===== config.mk =====
export PLATFORM = sky130hd
export DESIGN_NAME = shift_unit_pipe
export DESIGN_NICKNAME = d
export VERILOG_FILES = /design/src/rtl/shift_unit_pipe_pkg.sv /design/src/rtl/shift_unit_pipe_level.sv /design/src/rtl/shift_unit_pipe.sv
export SDC_FILE = /design/constraint.sdc
export NUM_CORES = 1
export LEC_CHECK = 0
export BUFFER_PORTS_ARGS = -buffer_cell sky130_fd_sc_hd__buf_2
export CAP_MARGIN = 20
export CORE_ASPECT_RATIO = 1.5
export CORE_MARGIN = 3
export CORE_UTILIZATION = 25
export DETAILED_ROUTE_END_ITERATION = 12
export GPL_TIMING_DRIVEN = 0
export PLACE_DENSITY = 0.43
export SYNTH_ARGS = -nofsm -noshare
export SYNTH_HDL_FRONTEND = slang
export SYNTH_SLANG_ARGS = --single-unit

===== constraint.sdc =====
create_clock -name clk -period 2.3 [get_ports clk]
set_input_delay 0.23 -clock clk [delete_from_list [all_inputs] [get_ports clk]]
set_output_delay 0.23 -clock clk [all_outputs]
set_load 0.1 [all_outputs]

===== src/rtl/shift_unit_pipe_pkg.sv =====
// shift_pkg: shared types for the pipelined barrel shifter.
//   shift_op_e : 3-bit operation encoding (101..111 are illegal)
//   shamt_w()  : number of shift-amount bits (and shift levels) for a width
//   op_legal() : true for the five defined operations
package shift_pkg;

  typedef enum logic [2:0] {
    OP_SLL = 3'b000,
    OP_SRL = 3'b001,
    OP_SRA = 3'b010,
    OP_ROL = 3'b011,
    OP_ROR = 3'b100
  } shift_op_e;

  localparam int OP_W = 3;

  function automatic int shamt_w(input int xlen);
    return $clog2(xlen);
  endfunction

  function automatic logic op_legal(input logic [OP_W-1:0] op);
    return (op <= 3'd4);
  endfunction

endpackage


===== src/rtl/shift_unit_pipe_level.sv =====
// shift_level: one combinational level of the barrel shifter. When en is set
// it shifts/rotates data by the constant 2^K according to op; otherwise, or
// for an illegal op, data passes through unchanged.
//   data   : operand entering this level
//   en     : shift-amount bit K of the request
//   op     : operation (shift_op_e encoding)
//   sign   : original operand MSB, used as SRA fill at every level
//   result : operand leaving this level
module shift_level
  import shift_pkg::*;
#(
  parameter int XLEN = 32,
  parameter int K    = 0
) (
  input  logic [XLEN-1:0] data,
  input  logic            en,
  input  logic [OP_W-1:0] op,
  input  logic            sign,
  output logic [XLEN-1:0] result
);

  localparam int S = 1 << K;

  always_comb begin
    result = data;
    if (en) begin
      case (op)
        OP_SLL:  result = {data[XLEN-S-1:0], {S{1'b0}}};
        OP_SRL:  result = {{S{1'b0}}, data[XLEN-1:S]};
        OP_SRA:  result = {{S{sign}}, data[XLEN-1:S]};
        OP_ROL:  result = {data[XLEN-S-1:0], data[XLEN-1:XLEN-S]};
        OP_ROR:  result = {data[S-1:0], data[XLEN-1:S]};
        default: result = data;
      endcase
    end
  end

endmodule


===== src/rtl/shift_unit_pipe.sv =====
// shift_unit_pipe: pipelined barrel shifter (SLL/SRL/SRA/ROL/ROR) with a
// pass-through tag. log2(XLEN) shift levels are spread across PIPE_STAGES
// register stages; latency is PIPE_STAGES cycles, throughput one per cycle.
//   clk, rst            : clock, asynchronous active-high reset
//   in_valid/in_ready   : request handshake
//   in_op/in_data/in_shamt/in_tag : request payload
//   out_valid/out_ready : result handshake
//   out_data/out_tag/out_op_err   : result payload (err set for illegal op)
//
// Handshake: a transfer happens on a rising clk edge where valid and ready
// are both 1. in_valid/out_valid, once raised, are held with a stable
// payload until the transfer; in_ready depends only on internal stage state
// and out_ready, never on in_valid, so there is no in_valid->out_valid path.
module shift_unit_pipe
  import shift_pkg::*;
#(
  parameter int XLEN        = 32,
  parameter int PIPE_STAGES = 2,
  parameter int TAG_W       = 5
) (
  input  logic             clk,
  input  logic             rst,
  input  logic             in_valid,
  output logic             in_ready,
  input  logic [OP_W-1:0]  in_op,
  input  logic [XLEN-1:0]  in_data,
  input  logic [XLEN-1:0]  in_shamt,
  input  logic [TAG_W-1:0] in_tag,
  output logic             out_valid,
  input  logic             out_ready,
  output logic [XLEN-1:0]  out_data,
  output logic [TAG_W-1:0] out_tag,
  output logic             out_op_err
);

  localparam int SHAMT_W = shamt_w(XLEN);

  typedef struct packed {
    logic [XLEN-1:0]    data;
    logic [SHAMT_W-1:0] sh;
    logic [OP_W-1:0]    op;
    logic               sign;
    logic [TAG_W-1:0]   tag;
    logic               err;
  } stage_payload_t;

  // Stage that hosts shift level k.
  function automatic int stage_of(input int k);
    return (k * PIPE_STAGES) / SHAMT_W;
  endfunction

  // Highest level hosted by stage s, or -1 if the stage has no level.
  function automatic int last_level(input int s);
    int r;
    r = -1;
    for (int k = 0; k < SHAMT_W; k++) begin
      if (stage_of(k) == s) r = k;
    end
    return r;
  endfunction

  function automatic stage_payload_t with_data(input stage_payload_t p,
                                               input logic [XLEN-1:0] d);
    stage_payload_t r;
    r      = p;
    r.data = d;
    return r;
  endfunction

  stage_payload_t         in_payload;
  stage_payload_t         src     [PIPE_STAGES];  // payload entering stage i
  stage_payload_t         stage_d [PIPE_STAGES];  // after stage i's levels
  stage_payload_t         stage_q [PIPE_STAGES];
  logic [PIPE_STAGES-1:0] src_valid;
  logic [PIPE_STAGES-1:0] stage_valid;
  logic [PIPE_STAGES-1:0] stage_load;
  logic                   in_illegal;

  assign in_illegal = !op_legal(in_op);

  // An illegal request enters with a zero operand; every level passes an
  // illegal op through untouched, so it leaves as 0 with err set.
  always_comb begin
    in_payload      = '0;
    in_payload.data = in_illegal ? '0 : in_data;
    in_payload.sh   = in_shamt[SHAMT_W-1:0];
    in_payload.op   = in_op;
    in_payload.sign = in_data[XLEN-1];
    in_payload.tag  = in_tag;
    in_payload.err  = in_illegal;
  end

  // A stage loads when empty or when its occupant moves on this cycle.
  always_comb begin
    stage_load = '0;
    for (int i = PIPE_STAGES - 1; i >= 0; i--) begin
      if (i == PIPE_STAGES - 1) stage_load[i] = !stage_valid[i] || out_ready;
      else                      stage_load[i] = !stage_valid[i] || stage_load[i+1];
    end
  end

  assign in_ready = stage_load[0];

  always_ff @(posedge clk or posedge rst) begin
    if (rst) begin
      stage_valid <= '0;
    end else begin
      for (int i = 0; i < PIPE_STAGES; i++) begin
        if (stage_load[i]) stage_valid[i] <= src_valid[i];
      end
    end
  end

  // Shift levels: the first level of a stage reads that stage's source
  // payload, later levels in the same stage chain combinationally.
  for (genvar k = 0; k < SHAMT_W; k++) begin : g_level
    localparam int ST = stage_of(k);
    logic [XLEN-1:0] lvl_in;
    logic [XLEN-1:0] lvl_out;

    if (k == 0 || stage_of(k - 1) != ST) begin : g_first
      assign lvl_in = src[ST].data;
    end else begin : g_chain
      assign lvl_in = g_level[k-1].lvl_out;
    end

    shift_level #(
      .XLEN (XLEN),
      .K    (k)
    ) u_level (
      .data   (lvl_in),
      .en     (src[ST].sh[k]),
      .op     (src[ST].op),
      .sign   (src[ST].sign),
      .result (lvl_out)
    );
  end

  for (genvar i = 0; i < PIPE_STAGES; i++) begin : g_stage
    localparam int LAST = last_level(i);
    stage_payload_t q;

    if (i == 0) begin : g_src_in
      assign src[i]       = in_payload;
      assign src_valid[i] = in_valid;
    end else begin : g_src_prev
      assign src[i]       = stage_q[i-1];
      assign src_valid[i] = stage_valid[i-1];
    end

    if (LAST >= 0) begin : g_shift
      assign stage_d[i] = with_data(src[i], g_level[LAST].lvl_out);
    end else begin : g_pass
      assign stage_d[i] = src[i];
    end

    // Only the last stage drives outputs, so only it needs a reset value.
    // The payload is captured only with a real entry so a held result stays
    // stable while the stage is stalled.
    if (i == PIPE_STAGES - 1) begin : g_out_reg
      always_ff @(posedge clk or posedge rst) begin
        if (rst)                                q <= '0;
        else if (stage_load[i] && src_valid[i]) q <= stage_d[i];
      end
    end else begin : g_mid_reg
      always_ff @(posedge clk) begin
        if (stage_load[i] && src_valid[i]) q <= stage_d[i];
      end
    end

    assign stage_q[i] = q;
  end

  assign out_valid  = stage_valid[PIPE_STAGES-1];
  assign out_data   = stage_q[PIPE_STAGES-1].data;
  assign out_tag    = stage_q[PIPE_STAGES-1].tag;
  assign out_op_err = stage_q[PIPE_STAGES-1].err;

  // Upper shamt bits are ignored by definition; the last stage's control
  // fields have no consumer.
  logic unused_bits;
  assign unused_bits = ^{in_shamt[XLEN-1:SHAMT_W], stage_q[PIPE_STAGES-1].sh,
                         stage_q[PIPE_STAGES-1].op, stage_q[PIPE_STAGES-1].sign};

endmodule

==> qor.csv, run 1 <==
metric,value,unit
run_status,"finished, violations left",
violations,negative setup slack,
hold_path.class,in2async,
pre_cts_ws,-0.789,ns
synth_seq_cells,84,
reg2reg_slack,0.13,ns
async_reset_ff_frac,0.476,
post-route-min-period,2.40,ns
die_h,211,um
end_kind,flop,
dieWidth,143,um
yosysWarningCount,0,
nets,1022,
worstMarginPinSlew,0.891,ns
fin_crit_sh,1.04,
cts_root_buf,clkbuf_16,
clock_sinks,84,
grt_pass1_wl,47.7,mm
path_max_fanout,7,
wl,31.5,mm
synth.avg_cell_area,8.28,um2
port_buffers,86,
hold_ws,0.0568,ns
cts.clk_slew.worst_paths,0.06,ns
synth_cell_types,76,
final_cell_area,0.00847,mm2
io_pins,116,
finalWeightedCongestion,0.981,
post-route-util,0.309,
initialDrtViolationCount,584,
grt_pass1_vias,7764,
yosysSeqAreaShare,0.332,
finalPower,6.53,mW
timing.fmax,0.417,GHz
rsz0062_at_grt,true,
initial_utilization,0.256,
clock_skew,0.00720,ns
via_count,7678,
finalSetupViolCount,4,
syn_nets,922,
cap_violations,0,
critPathKind,in2reg,
regToRegEndpoint,out_data[14],
numCtsBuffers,9,
slew_headroom,0.403,
synth_edf_count,44,
dr.pass1.iters,6,
setup_tns,-0.339,ns
required,2.47,ns
final_cells,1293,
power_density,771,mW/mm2
wire_per_inst,24.4,um
antenna_cells,0,
grt_remaining_overflow,0,
placed_area,0.00787,mm2
synthFlopType,edfxtp_1,
hpwl,24.8,mm
viasPerCell,5.94,
ir_drop,0.355,mV
slew_violations,0,
drc,0,
num-fill-cells,2960,
setup_ws,-0.100,ns
grt_usage,0.206,
cp-start-kind,primary input,
grt_max_degree,45,
reg2regPathDepth,7,
synthToLayoutAreaGrowth,20.9,%
worstPathArrival,2.57,ns
htreeDepth,3,
insertion_delay,0.34,ns
clock_path_buffers,2,
syn_area,0.00700,mm2
core,0.0274,mm2
drive_gt1_frac,0.251,
num_rows,74,
syn_inst,846,
rr_startpoint,g_stage[0].q[7],
final_hold_viol_count,0,
drtAntennaViolNets,0,
cts_tree,yes,
place_inst,1274,
power.leakage,3.23,nW
antenna_found_initial,0,
die_area,0.0301,mm2
==> state kept, by name, indices dropped and copies added (netlist names) <==
signal	count
g_level.lvl_in	32
g_stage.q	12
out_data	32
out_op_err	1
out_tag	5
stage_valid	2
==> area by class of cell <==
| class | count | area (um2) | area share |
|---|---|---|---|
| multi-input cells | 679 | 4490 | 0.531 |
| repair buffers | 91 | 480 | 0.0567 |
| clock buffers | 13 | 280 | 0.0331 |
| clock inverters | 3 | 41.3 | 0.00488 |
| inverters | 8 | 33.8 | 0.00399 |
| flip-flops and latches | 84 | 2330 | 0.275 |
| plain buffers | 73 | 383 | 0.0452 |
| well taps | 342 | 428 | 0.0505 |
==> where the power goes <==
part	switching, mW	total, mW	leakage [nW]	internal, mW
registers	0.146	1.99	0.879	1.85
clock network	0.559	1.52	0.162	0.958
logic	2.30	3.02	2.19	0.715
total	3.01	6.53	3.23	3.52
==> synth_stat cells (all sizes together), types with 20 or more instances <==
cell type,instances,area share
mux2i,33,0.047
a221oi,30,0.039
nor2,146,0.080
buf,23,0.018
clkbuf,52,0.028
a22oi,25,0.027
mux2,20,0.032
edfxtp,44,0.19
o22ai,30,0.027
dfrtp,40,0.14
nand2,51,0.027
a21oi,72,0.053
o211ai,20,0.022
o21ai,45,0.033
==> repair_timing <==
item	4_1_cts	5_1_grt
endpoints found under the setup margin	49	58
hold buffers	0	0
gates resized for setup	29	77
pin swaps	1	2
endpoints found under the hold margin	0	0
buffers inserted	0	5
==> cells by family after synthesis <==
| family | after synthesis | share of synthesized area |
|---|---|---|
| XOR/XNOR | 3 | 0.00911 |
| AO/OA/AOI/OAI | 327 | 0.332 |
| flip-flops | 84 | 0.332 |
| multiplexers | 53 | 0.0793 |
| buffers and inverters | 83 | 0.0506 |
| AND/OR/NAND/NOR | 296 | 0.197 |
==> critical path, cell delays in order <==
cell and delay, ns:
buf_2 0.12, buf_4 0.19, o21ai_4 0.33, clkinvlp_4 0.29, nor2_2 0.49, a221o_2 0.41
o22ai_1 0.12, a211o_1 0.30, o221ai_1 0.08
==> layer usage <==
metal	vias to the layer above	wire length, um	share of wire	global-route usage
met4	0	2330	0.074	0.140
met3	140	1730	0.055	0.0270
met1	3655	11700	0.37	0.230
met2	430	15700	0.50	0.359
met5	-	0	0	0
li1	3453	-	-	-
==> worst max path at each step <==
stage,to,cells past startpoint,slack [ns],startpoint
CTS,g_level[3].lvl_in[0],9,-0.12,in_op[1]
global route,g_level[3].lvl_in[15],9,-0.07,in_op[1]
global placement,g_level[3].lvl_in[29],9,-0.82,in_op[1]
detailed placement,g_level[3].lvl_in[29],9,-0.79,in_op[1]
finish,g_level[3].lvl_in[15],9,-0.10,in_op[1]
floorplan,g_level[3].lvl_in[0],2,-0.07,stage_valid[1]
==> cells in the final DEF (no fill, tap or decap), types with 6 or more instances in the layout <==
master / instances
buf_2: 102
o22a_1: 9
mux2i_1: 33
nor2_1: 137
edfxtp_1: 44
nand3_1: 16
o21ai_0: 37
clkbuf_1: 18
o221a_2: 6
o22ai_1: 29
clkbuf_2: 26
a221oi_1: 26
mux2_2: 20
o221ai_1: 9
nand2b_1: 15
clkbuf_16: 9
clkbuf_4: 6
a22oi_1: 25
dfrtp_1: 39
nor2_2: 6
nor2b_1: 15
a211oi_1: 6
o211ai_1: 19
buf_4: 7
nor3_1: 11
nand3b_1: 11
a21oi_1: 68
o2bb2ai_1: 10
nand2_1: 48
(Power assumes the default switching activity.)
==> run 2, diff against run 1 <==
--- a/config.mk
+++ b/config.mk
@@ -13,6 +13,7 @@
 export DETAILED_ROUTE_END_ITERATION = 12
 export GPL_TIMING_DRIVEN = 0
 export PLACE_DENSITY = 0.43
+export SETUP_SLACK_MARGIN = 0.3
 export SYNTH_ARGS = -nofsm -noshare
 export SYNTH_HDL_FRONTEND = slang
 export SYNTH_SLANG_ARGS = --single-unit
==> run 2 against run 1 <==
Compared with the run above: the flow now finishes without violations; worst hold slack improved by 0.0079 ns; total power rose by 5.0%; global-route usage rose by 0.22 points; worst setup slack improved by 0.36 ns; critical endpoint is now g_level[3].lvl_in[26]; cell area is 14% higher; largest power group unchanged; flip-flop and latch count did not move; routed wire length up 3.1%; sequential share of layout area fell by 3.3 points; die area unchanged.
==> qor.csv, run 2 (synthesized netlist as in run 1, its figures left out) <==
metric,value,unit,change
run_status,completed,,"was finished, violations left"
rsz0062_at_grt,true,,unchanged
worstPathArrival,2.11,ns,was 2.57 ns
required,2.36,ns,was 2.47 ns
setup.worst_path.start,in_op[0],,was in_op[1]
clock_sinks,84,,unchanged
num_rows,74,,unchanged
cp_slowest_stage_delay,0.36,ns,was 0.49 ns
initial_utilization,0.256,,unchanged
ir_drop,0.339,mV,was 0.355 mV
wl,32.5,mm,was 31.5 mm
num-fill-cells,2907,,was 2960
clock_skew,0.00410,ns,was 0.00720 ns
antenna_cells,0,,unchanged
via_count,7852,,was 7678
final_hold_viol_count,0,,unchanged
slew_headroom,0.527,,was 0.403
die_h,211,um,unchanged
cts_root_buf,clkbuf_16,,unchanged
combPwrFrac,0.491,,was 0.462
mostFrequentLayoutCells,"nor2_1, buf_2, a21oi_1",,unchanged
slew_violations,0,,unchanged
antenna_found_initial,0,,unchanged
finalSetupViolCount,0,,was 4
worstMarginPinSlew,0.705,ns,was 0.891 ns
grt_max_degree,45,,unchanged
crit_path_top_delay_cell,a221o_1,,was nor2_2
core,0.0274,mm2,unchanged
cap_violations,0,,unchanged
numCtsBuffers,9,,unchanged
hpwl,24.9,mm,was 24.8 mm
pwr-share-clk,0.215,,was 0.232
nets,1066,,was 1022
grt_usage,0.208,,was 0.206
power_density,712,mW/mm2,was 771 mW/mm2
cts_tree,yes,,unchanged
fin_crit_sh,0.889,,was 1.04
post-route-min-period,2.04,ns,was 2.40 ns
io_pins,116,,unchanged
clock_path_buffers,2,,unchanged
htreeDepth,3,,unchanged
viasPerCell,5.87,,was 5.94
grt_pass1_vias,7879,,was 7764
final_cells,1337,,was 1293
end_kind,flop,,unchanged
critPathKind,in2reg,,unchanged
finalPower,6.85,mW,was 6.53 mW
timing.fmax,0.489,GHz,was 0.417 GHz
pre_cts_ws,-0.854,ns,was -0.789 ns
grt_pass1_wl,48.3,mm,was 47.7 mm
dieWidth,143,um,unchanged
rr_startpoint,g_stage[0].q[7],,unchanged
power.leakage,3.72,nW,was 3.23 nW
p_seq_frac,0.294,,was 0.305
finalWeightedCongestion,0.976,,was 0.981
die_area,0.0301,mm2,unchanged
p_sw,3.15,mW,was 3.01 mW
insertion_delay,0.34,ns,about the same
dr.pass1.iters,6,,unchanged
drc,0,,unchanged
place_inst,1275,,was 1274
grt_remaining_overflow,0,,unchanged
cp-start-kind,primary input,,unchanged
hold_path.class,in2reg,,was in2async
path_max_fanout,8,,was 7
initialDrtViolationCount,582,,was 584
netSwitchingFraction,0.460,,was 0.461
setup_ws,0.256,ns,was -0.100 ns
final_common_cell,nor2_1,,unchanged
wire_per_inst,24.3,um,was 24.4 um
cts.clk_slew.worst_paths,0.06,ns,about the same
port_buffers,86,,unchanged
drive_gt1_frac,0.354,,was 0.251
hold_start,in_tag[3],,
crit_chain,"buf_6, buf_12, xnor2_4, buf_12, buf_4, mux2_4, o221a_4, a221o_1, o211ai_1, o211ai_1",,"was buf_2, buf_4, o21ai_4, clkinvlp_4, nor2_2, a221o_2, o22ai_1, a211o_1, o221ai_1"
drtAntennaViolNets,0,,unchanged
p_int,3.70,mW,was 3.52 mW
synthToLayoutAreaGrowth,37.6,%,was 20.9%
==> run 2: worst max-delay path: cells and delay by family <==
| family | cells | cell delay, ns |
|---|---|---|
| compound gates | 4 | 0.87 |
| buf+inv | 4 | 0.52 |
| xor+xnor | 1 | 0.17 |
| mux | 1 | 0.29 |
==> run 2: through the flow <==
stage	utilization	hold slack (ns)	TNS, ns	instance area (um2)
after floorplan	-	0.329	-3.29	7100
after global placement	0.291	0.409	-23.83	7960
after detailed placement	0.291	0.154	-21.60	7980
after CTS	0.323	0.0536	0	8850
after global routing	0.351	0.0581	0	9630
final	0.351	0.0648	0	9630
==> run 2: layer usage <==
metal	track usage	share of wire
met1	0.230	0.36
met2	0.372	0.51
met3	0.0292	0.058
met4	0.127	0.069
met5	0	0
==> run 2: power groups by stage <==
stage | Clock (mW) | Combinational (mW) | Sequential (mW)
global route | 1.58 | 3.52 | 2.04
detailed placement | 0 | 2.93 | 2.03
CTS | 1.51 | 3.09 | 2.00
finish | 1.47 | 3.36 | 2.02
floorplan | 0 | 1.12 | 3.09
global placement | 0 | 2.93 | 2.03
==> run 2: timing repair <==
item,4_1_cts,5_1_grt
setup buffers,19,23
setup endpoints to repair,65,59
gates resized for setup,122,151
hold buffers,1,0
endpoints found under the hold margin,7,0
pin swaps,13,61
cloned,0,3
==> run 2: final timing paths <==
check                                   endpoint  slack (ns)  cells past startpoint
setup / recovery           g_level[3].lvl_in[26]        0.26                     10
hold / removal                   g_stage[0].q[4]        0.06                      1
setup reg to reg                     out_data[6]        0.31                      7
hold reg to reg                       out_tag[2]        0.47                      1
max in group asynchronous            out_data[0]        1.52                      4
min in group asynchronous             out_tag[4]        0.35                      3
==> run 2: layout make-up <==
class	count	area [um2]	area share
multi-input combinational	679	5020	0.521
sequential	84	2330	0.241
timing repair buffer	133	935	0.0970
buffer	75	581	0.0603
tap	342	428	0.0444
clock buffer	12	260	0.0270
clock inverter	4	46.3	0.00481
inverter	8	33.8	0.00351
